File: src/rtl/gate_exerciser.sv
// ---------------------------------------------------------------------------
// gate_exerciser
//   Self-checking stimulus generator and checker for the two-input basic-gate
//   block. It steps {a_o,b_o} through 00,01,10,11 and holds each vector for
//   SETTLE_CYCLES cycles. It then samples the seven gate outputs for one CHECK
//   cycle and compares them with the truth table. At the end of the sweep it
//   reports pass/fail and a mismatch count.
//
// Parameters
//   SETTLE_CYCLES : cycles each vector is held before sampling (1..255)
//
// Ports
//   clk        in   rising-edge clock
//   rst_n      in   asynchronous active-low reset
//   start      in   run request, accepted only in IDLE
//   gates_i    in   [6:0] observed gates {AND,OR,NOT a,NAND,NOR,XOR,XNOR}
//   a_o, b_o   out  stimulus to the gate block
//   busy       out  high from start acceptance until DONE is left
//   done       out  one-cycle pulse at the end of a run
//   pass       out  run result, held until the next accepted start
//   err_cnt    out  [2:0] number of mismatching vectors (0..4)
//   first_fail out  [9:0] {valid, a, b, observed[6:0]} of first mismatch
//
// Configuration macro
//   GATE_EXERCISER_FIRST_FAIL_EN : when defined, first_fail captures the
//   first mismatching vector. Otherwise the port is tied to zero.
// ---------------------------------------------------------------------------
module gate_exerciser #(
  parameter int unsigned SETTLE_CYCLES = 2
) (
  input  logic       clk,
  input  logic       rst_n,
  input  logic       start,
  input  logic [6:0] gates_i,
  output logic       a_o,
  output logic       b_o,
  output logic       busy,
  output logic       done,
  output logic       pass,
  output logic [2:0] err_cnt,
  output logic [9:0] first_fail
);

  typedef enum logic [1:0] {
    ST_IDLE   = 2'd0,
    ST_SETTLE = 2'd1,
    ST_CHECK  = 2'd2,
    ST_DONE   = 2'd3
  } state_t;

  localparam logic [7:0] SETTLE_LAST = 8'(SETTLE_CYCLES - 1);

  // Truth table of the gate block for a given {a,b} vector.
  function automatic logic [6:0] expected_gates(input logic [1:0] vec);
    logic [6:0] res;
    case (vec)
      2'b00:   res = 7'h1D;
      2'b01:   res = 7'h3A;
      2'b10:   res = 7'h2A;
      2'b11:   res = 7'h61;
      default: res = 7'h00;
    endcase
    return res;
  endfunction

  state_t     r_state;
  logic [7:0] r_cnt;
  logic       r_a;
  logic       r_b;
  logic       r_busy;
  logic       r_done;
  logic       r_pass;
  logic [2:0] r_err;

  logic       w_start_acc;
  logic       w_mismatch;
  logic [2:0] w_err_next;

  assign w_start_acc = (r_state == ST_IDLE) && start;
  assign w_mismatch  = (r_state == ST_CHECK) &&
                       (gates_i != expected_gates({r_a, r_b}));

  // Error count after the current CHECK, saturating at 4 vectors.
  always_comb begin
    w_err_next = r_err;
    if (w_mismatch && (r_err != 3'd4)) begin
      w_err_next = r_err + 3'd1;
    end else begin
      w_err_next = r_err;
    end
  end

  // Sequencer: state, settle counter, stimulus and result registers.
  always_ff @(posedge clk or negedge rst_n) begin
    if (!rst_n) begin
      r_state <= ST_IDLE;
      r_cnt   <= 8'd0;
      r_a     <= 1'b0;
      r_b     <= 1'b0;
      r_busy  <= 1'b0;
      r_done  <= 1'b0;
      r_pass  <= 1'b0;
      r_err   <= 3'd0;
    end else begin
      case (r_state)
        ST_IDLE: begin
          if (start) begin
            r_a     <= 1'b0;
            r_b     <= 1'b0;
            r_err   <= 3'd0;
            r_pass  <= 1'b0;
            r_cnt   <= 8'd0;
            r_busy  <= 1'b1;
            r_state <= ST_SETTLE;
          end
        end
        ST_SETTLE: begin
          r_cnt <= r_cnt + 8'd1;
          if (r_cnt == SETTLE_LAST) begin
            r_state <= ST_CHECK;
          end
        end
        ST_CHECK: begin
          r_err <= w_err_next;
          if ({r_a, r_b} == 2'b11) begin
            // pass is resolved here so it is valid in the DONE cycle itself.
            r_pass  <= (w_err_next == 3'd0);
            r_done  <= 1'b1;
            r_state <= ST_DONE;
          end else begin
            {r_a, r_b} <= {r_a, r_b} + 2'b01;
            r_cnt      <= 8'd0;
            r_state    <= ST_SETTLE;
          end
        end
        ST_DONE: begin
          r_done  <= 1'b0;
          r_busy  <= 1'b0;
          r_state <= ST_IDLE;
        end
        default: begin
          r_done  <= 1'b0;
          r_busy  <= 1'b0;
          r_state <= ST_IDLE;
        end
      endcase
    end
  end

`ifdef GATE_EXERCISER_FIRST_FAIL_EN
  logic [9:0] r_first_fail;

  // Capture the first mismatching vector of a run; bit 9 marks it valid.
  always_ff @(posedge clk or negedge rst_n) begin
    if (!rst_n) begin
      r_first_fail <= 10'h000;
    end else if (w_start_acc) begin
      r_first_fail <= 10'h000;
    end else if (w_mismatch && !r_first_fail[9]) begin
      r_first_fail <= {1'b1, r_a, r_b, gates_i};
    end else begin
      r_first_fail <= r_first_fail;
    end
  end

  assign first_fail = r_first_fail;
`else
  logic w_unused_start_acc;
  assign w_unused_start_acc = w_start_acc;
  assign first_fail         = 10'h000;
`endif

  assign a_o     = r_a;
  assign b_o     = r_b;
  assign busy    = r_busy;
  assign done    = r_done;
  assign pass    = r_pass;
  assign err_cnt = r_err;

endmodule

File: config.mk
export PLATFORM = sky130hd
export DESIGN_NAME = gate_exerciser
export DESIGN_NICKNAME = d
export VERILOG_FILES = /design/src/rtl/gate_exerciser.sv
export SDC_FILE = /design/constraint.sdc
export NUM_CORES = 1
export LEC_CHECK = 0
export CORE_UTILIZATION = 45
export DETAILED_ROUTE_END_ITERATION = 8
export HOLD_SLACK_MARGIN = 0.12
export PLACE_DENSITY = 0.73
export SYNTH_ARGS = -nofsm -noshare
export SYNTH_HDL_FRONTEND = slang
export SYNTH_SLANG_ARGS = --single-unit
File: constraint.sdc
create_clock -name clk -period 2 [get_ports clk]
set_clock_uncertainty 0.05 [all_clocks]
set_input_delay 0.6 -clock clk [delete_from_list [all_inputs] [get_ports clk]]
set_output_delay 0.6 -clock clk [all_outputs]
set_load 0.005 [all_outputs]
# [Yosys cells after proc, flatten, opt, wreduce, memory -nomap -nowiden]
# Index checks and enable logic that the tools add are counted.
[op_classes] addsub=3 eq_ne=13 mux=22 reduce_logical=16
[ops] op="$pmux W7 S4" n=1
[ops] op="$pmux W8 S3" n=1
[ops] op="$mux W8" n=2
[ops] op="$pmux W1 S2" n=5
[ops] op="$reduce_and A3 Y1" n=3
[ops] op="$add A8 B1 Y8 const B" n=1
[ops] op="$eq A2 B2 Y1 const B" n=4
[ops] op="$eq A8 B1 Y1 const B" n=1
[ops] op="$pmux W2 S4" n=1
[ops] op="$reduce_and A2 Y1" n=4
[ops] op="$ne A7 B7 Y1" n=1
[ops] op="$mux W1" n=6
[ops] op="$mux W2" n=3
[ops] op="$mux W3" n=2
[ops] op="$ne A2 B2 Y1 const B" n=3
[ops] op="$pmux W3 S2" n=1
[ops] op="$reduce_bool A2 Y1" n=3
[ops] op="$eq A2 B1 Y1 const B" n=2
[ops] op="$logic_not A2 Y1" n=2
[ops] op="$add A3 B1 Y3 const B" n=1
[ops] op="$logic_not A3 Y1" n=1
[ops] op="$ne A3 B3 Y1 const B" n=1
[ops] op="$reduce_bool A3 Y1" n=1
[ops] op="$add A2 B1 Y2 const B" n=1
[ops] op="other kinds (2)" n=3
[word_totals] ff_bits=18 input_bits=10 out_inout_bits=18 wordCells=62

# [Depth between registers and ports, before layout]
[depth] word_depth=9 depth_mapped=7 mapped_depth_nobuf=7

# [Worst setup path before layout]
# No wires, ideal clock.
[synth_path] path_type="flip-flop to flip-flop" from="reg r_a (netlist: a_o)" to="reg r_pass (netlist: pass)" t_arrival_ns=1.736 slack_ns=0.147 stages_incl_launch_ff=8 n_path_buf=0 period_less_slack_ns=1.853 path_cell_list="dfrtp_1 inv_1 ha_1 nor3b_1 o211ai_2 or2_1 o41ai_2 a32o_1"
[synth_between] elab_chain_len=9 word_cells_on_any_way=14 classes_between="eq/ne: 5; mux: 4; reduce/logical: 5"
[synth_lines] item="start, declared" line_no="68" source="logic r_a;"
[synth_lines] item="start signal, assigned" line_no="131" source="{r_a, r_b} <= {r_a, r_b} + 2'b01;"
[synth_lines] item="$eq A2 B2 Y1 (tied with other cells)" line_no="56, 125"
[synth_lines] item="$pmux W7 S4" line_no="56" source="case (vec)"
[synth_lines] item="$ne A7 B7 Y1" line_no="81" source="(gates_i != expected_gates({r_a, r_b}));"
[synth_lines] item="$logic_and A1 B1 Y1" line_no="80" source="assign w_mismatch = (r_state == ST_CHECK) &&"
[synth_lines] item="$logic_and A1 B1 Y1" line_no="86" source="if (w_mismatch && (r_err != 3'd4)) begin"
[synth_lines] item="$mux W3" line_no="86"
[synth_lines] item="$logic_not A3 Y1" line_no="127" source="r_pass <= (w_err_next == 3'd0);"
[synth_lines] item="$mux W1" line_no="125" source="if ({r_a, r_b} == 2'b11) begin"
[synth_lines] item="$pmux W1 S2" line_no="105" source="case (r_state)"
[synth_lines] item="end signal, assigned" line_no="127"
[synth_lines] item="end, declared" line_no="72" source="logic r_pass;"
# Several ways; a longest one is shown, not always the timed one. The select of a mux whose other input is x is not followed.
# A chain may end at the register's enable or synchronous reset.

# [Worst setup path after layout]
[layout_path] from="reg r_err[0] (netlist: err_cnt[0])" to="out err_cnt[0]"
[layout_lines] item="start, declared" line_no="73" source="logic [2:0] r_err;"
[layout_lines] item="start signal, assigned" line_no="124" source="r_err <= w_err_next;"
[layout_lines] item="end, declared" line_no="40" source="output logic [2:0] err_cnt,"
# No word-level cell between the ends.

==> results.py <==
metrics = {
    "status": {
        "status": "complete, no violations",
    },
    "yosys": {
        "yosys_warnings": 0,
        "ys_seq_area_share_pct": 37.8,
        "syn_area_um2": 1190,
        "synth_top_cell_by_area": "dfrtp_1",
        "ys_ff_latch": 18,
        "netlist.area_leader.share_pct": 37.8,
        "synth_area_leaders": "dfrtp_1 38%, ha_1 8.4%, buf_4 6.3%",
        "synth.distinct_cells": 46,
        "postSynthAreaPerCell_um2": 9.46,
        "synthArstFlopShare_pct": 100,
        "syn_inst": 126,
        "synthFlopType": "dfrtp_1",
        "synth_edf_count": 0,
    },
    "finish": {
        "syn_to_final_growth_pct": 20.6,
        "ff_latch_area_um2": 454,
        "mostFrequentLayoutCells": "15 x dfrtp_1, 15 x clkdlybuf4s50_1, 10 x nor2_1, 10 x nand2_1, 10 x conb_1",
        "insertedDiodeCount": 0,
        "fin_nets": 168,
        "final_area_um2": 1440,
        "multi_input_area_um2": 652,
        "layout-drive-gt1-share_pct": 13.4,
        "fill_cells": 220,
    },
    "timing": {
        "finalSetupViolCount": 0,
        "fmax_ghz": 0.519,
        "slew_headroom_pct": 66.4,
        "setup_tns_ps": 0,
        "grt_setup_unrepaired": "false",
        "maxSlewViolCount": 0,
        "setup_ws_ps": 72.5,
        "final.period_utilization_pct": 96.4,
        "period_minus_slack_ps": 1930,
        "hold_viol_final": 0,
        "tightest_slew_ps": 503,
    },
    "place": {
        "dp_worst_setup_slack_ps": -178,
        "place_area_um2": 1380,
        "gp_routability_congestion": 0.803,
        "portBuffers": 17,
        "dp_hpwl_mm": 1.62,
    },
    "routing": {
        "wl_per_cell_um": 12.6,
        "ant_nets": 0,
        "totalWireLength_mm": 2.26,
        "viasPerCell": 5.37,
        "drc_errors": 0,
        "drt_iter0_drc": 15,
        "drt-pass1-iter-count": 4,
        "vias": 962,
    },
    "clocking": {
        "cts_tree": "built",
        "clkLatencyLatePin_ps": 300,
        "postCtsSetupBuffers": 0,
        "cts_buffers": 3,
        "cts_root_buf": "clkbuf_4",
        "cts.clk_slew.worst_paths_ps": 100,
        "clock-sinks": 18,
        "h-tree-depth": 1,
        "cts_buffer_depth": 2,
        "cts_hold_buf": 0,
    },
    "worst_hold_path": {
        "min_path_type": "reg2reg",
        "hold_start": "pass",
    },
    "critical_path": {
        "critPathCaptureType": "primary output",
        "crit_required_ps": 1350,
        "cp_cell_sequence": "clkdlybuf4s50_1",
        "rrSetupSlack_ps": 170,
        "path_buf_inv": 1,
        "r2r.worst_path.cells": 7,
        "start_kind": "flop",
        "cpMaxStageDelayCell": "clkdlybuf4s50_1",
        "crit_path_end": "err_cnt[0]",
        "worstSetupPathType": "reg2out",
        "timing.rr.start": "a_o",
        "path_delay_family": "buffers and inverters",
        "critical_path_arrival_ps": 1280,
        "worstPathMaxFanout": 8,
        "cp.depth": 1,
        "timing.rr.end": "pass",
        "crit_path_start": "err_cnt[0]",
        "max_stage_delay_ps": 520,
    },
    "floorplan": {
        "dieArea_um2": 2860,
        "die_y_um": 53.5,
        "row_count": 18,
        "die_x_um": 53.5,
        "core_area_um2": 2500,
        "io_pins": 28,
        "start_util_pct": 47.7,
    },
    "global_routing": {
        "grt_overflow": 0,
        "grt.total_usage_pct": 18.3,
        "grt_pass1_vias": 866,
        "antenna_found_initial": 0,
        "grt_pass1_wl_mm": 3.76,
        "grt_max_degree": 19,
    },
    "power_and_ir_drop": {
        "ir_worst_vdd_uv": 401,
        "p_leak_nw": 0.628,
        "power_density_nw_per_um2": 439,
        "power_w": 0.000631,
    },
    "run": {
        "cap_violations": 0,
    },
}
worst min-delay path by stage:
stage / cells after the start / slack, ps / end
after global placement: 1 / 430 / pass
after floorplan: 0 / 250 / a_o
final: 1 / 460 / pass
after CTS: 1 / 460 / pass
after global routing: 1 / 490 / pass
after detailed placement: 1 / 440 / pass
timing repair:
item / in CTS / in global routing
endpoints found under the hold margin: 0 / 0
setup endpoints to repair: 1 / 5
resized for setup: 1 / 6
gates cloned: 0 / 0
flip-flops by register name, indices dropped and copies added (netlist names):
signal,count
busy,1
r_state,2
b_o,1
a_o,1
pass,1
done,1
r_cnt,8
err_cnt,3
synth_stat cells, types with 2 or more instances:
cell      count
xor2_1        5
ha_1          8
xnor2_1       2
nor2_1       10
o21ai_1       2
nand2b_1      2
nand2_1      10
dfrtp_1      18
nand4_1       2
buf_4        10
inv_1         8
o21ai_0       4
nor3_1        2
o311ai_1      2
nand3_1       6
a21oi_1       5
layer usage:
layer / vias up / share of wire, % / global-route usage [%]
met4: 0 / 1.0 / 7.46
met3: 4 / 4.6 / 3.74
met5: - / 0 / 0
li1: 470 / - / -
met1: 461 / 44 / 22.0
met2: 27 / 51 / 31.5
through the flow:
| step | hold WS (ps) | std cells | utilization [%] |
|---|---|---|---|
| finish | 465 | 179 | 57.5 |
| global route | 493 | 179 | 57.5 |
| CTS | 462 | 179 | 56.9 |
| detailed placement | 438 | 175 | 55.4 |
| global placement | 429 | 175 | 55.4 |
| floorplan | 254 | 135 | - |
kinds of logic after synthesis:
group | after synthesis | share of synthesized area (%)
buffers and inverters | 22 | 10.8
other | 1 | 0.314
xor gates and xnor gates | 9 | 7.87
AOI/OAI and AO/OA | 25 | 15.2
and+or+nand+nor | 42 | 18.8
adders and majority gates | 8 | 8.39
DFF | 18 | 37.8
muxes | 1 | 0.839
area by class of cell:
class	instances	share of cell area, %
inverters	9	2.35
clock buffers	4	2.52
well taps	30	2.61
multi-input cells	95	45.3
repair buffers	23	15.6
flip-flops and latches	18	31.6
report_power, final:
group	leakage, nW	switching [W]	internal, W
registers	0.216	0	0.000364
clock network	0.0210	0.000113	0.000111
logic	0.391	0.0000207	0.0000222
total	0.628	0.000134	0.000497
Power figures use the tool's default switching activity.
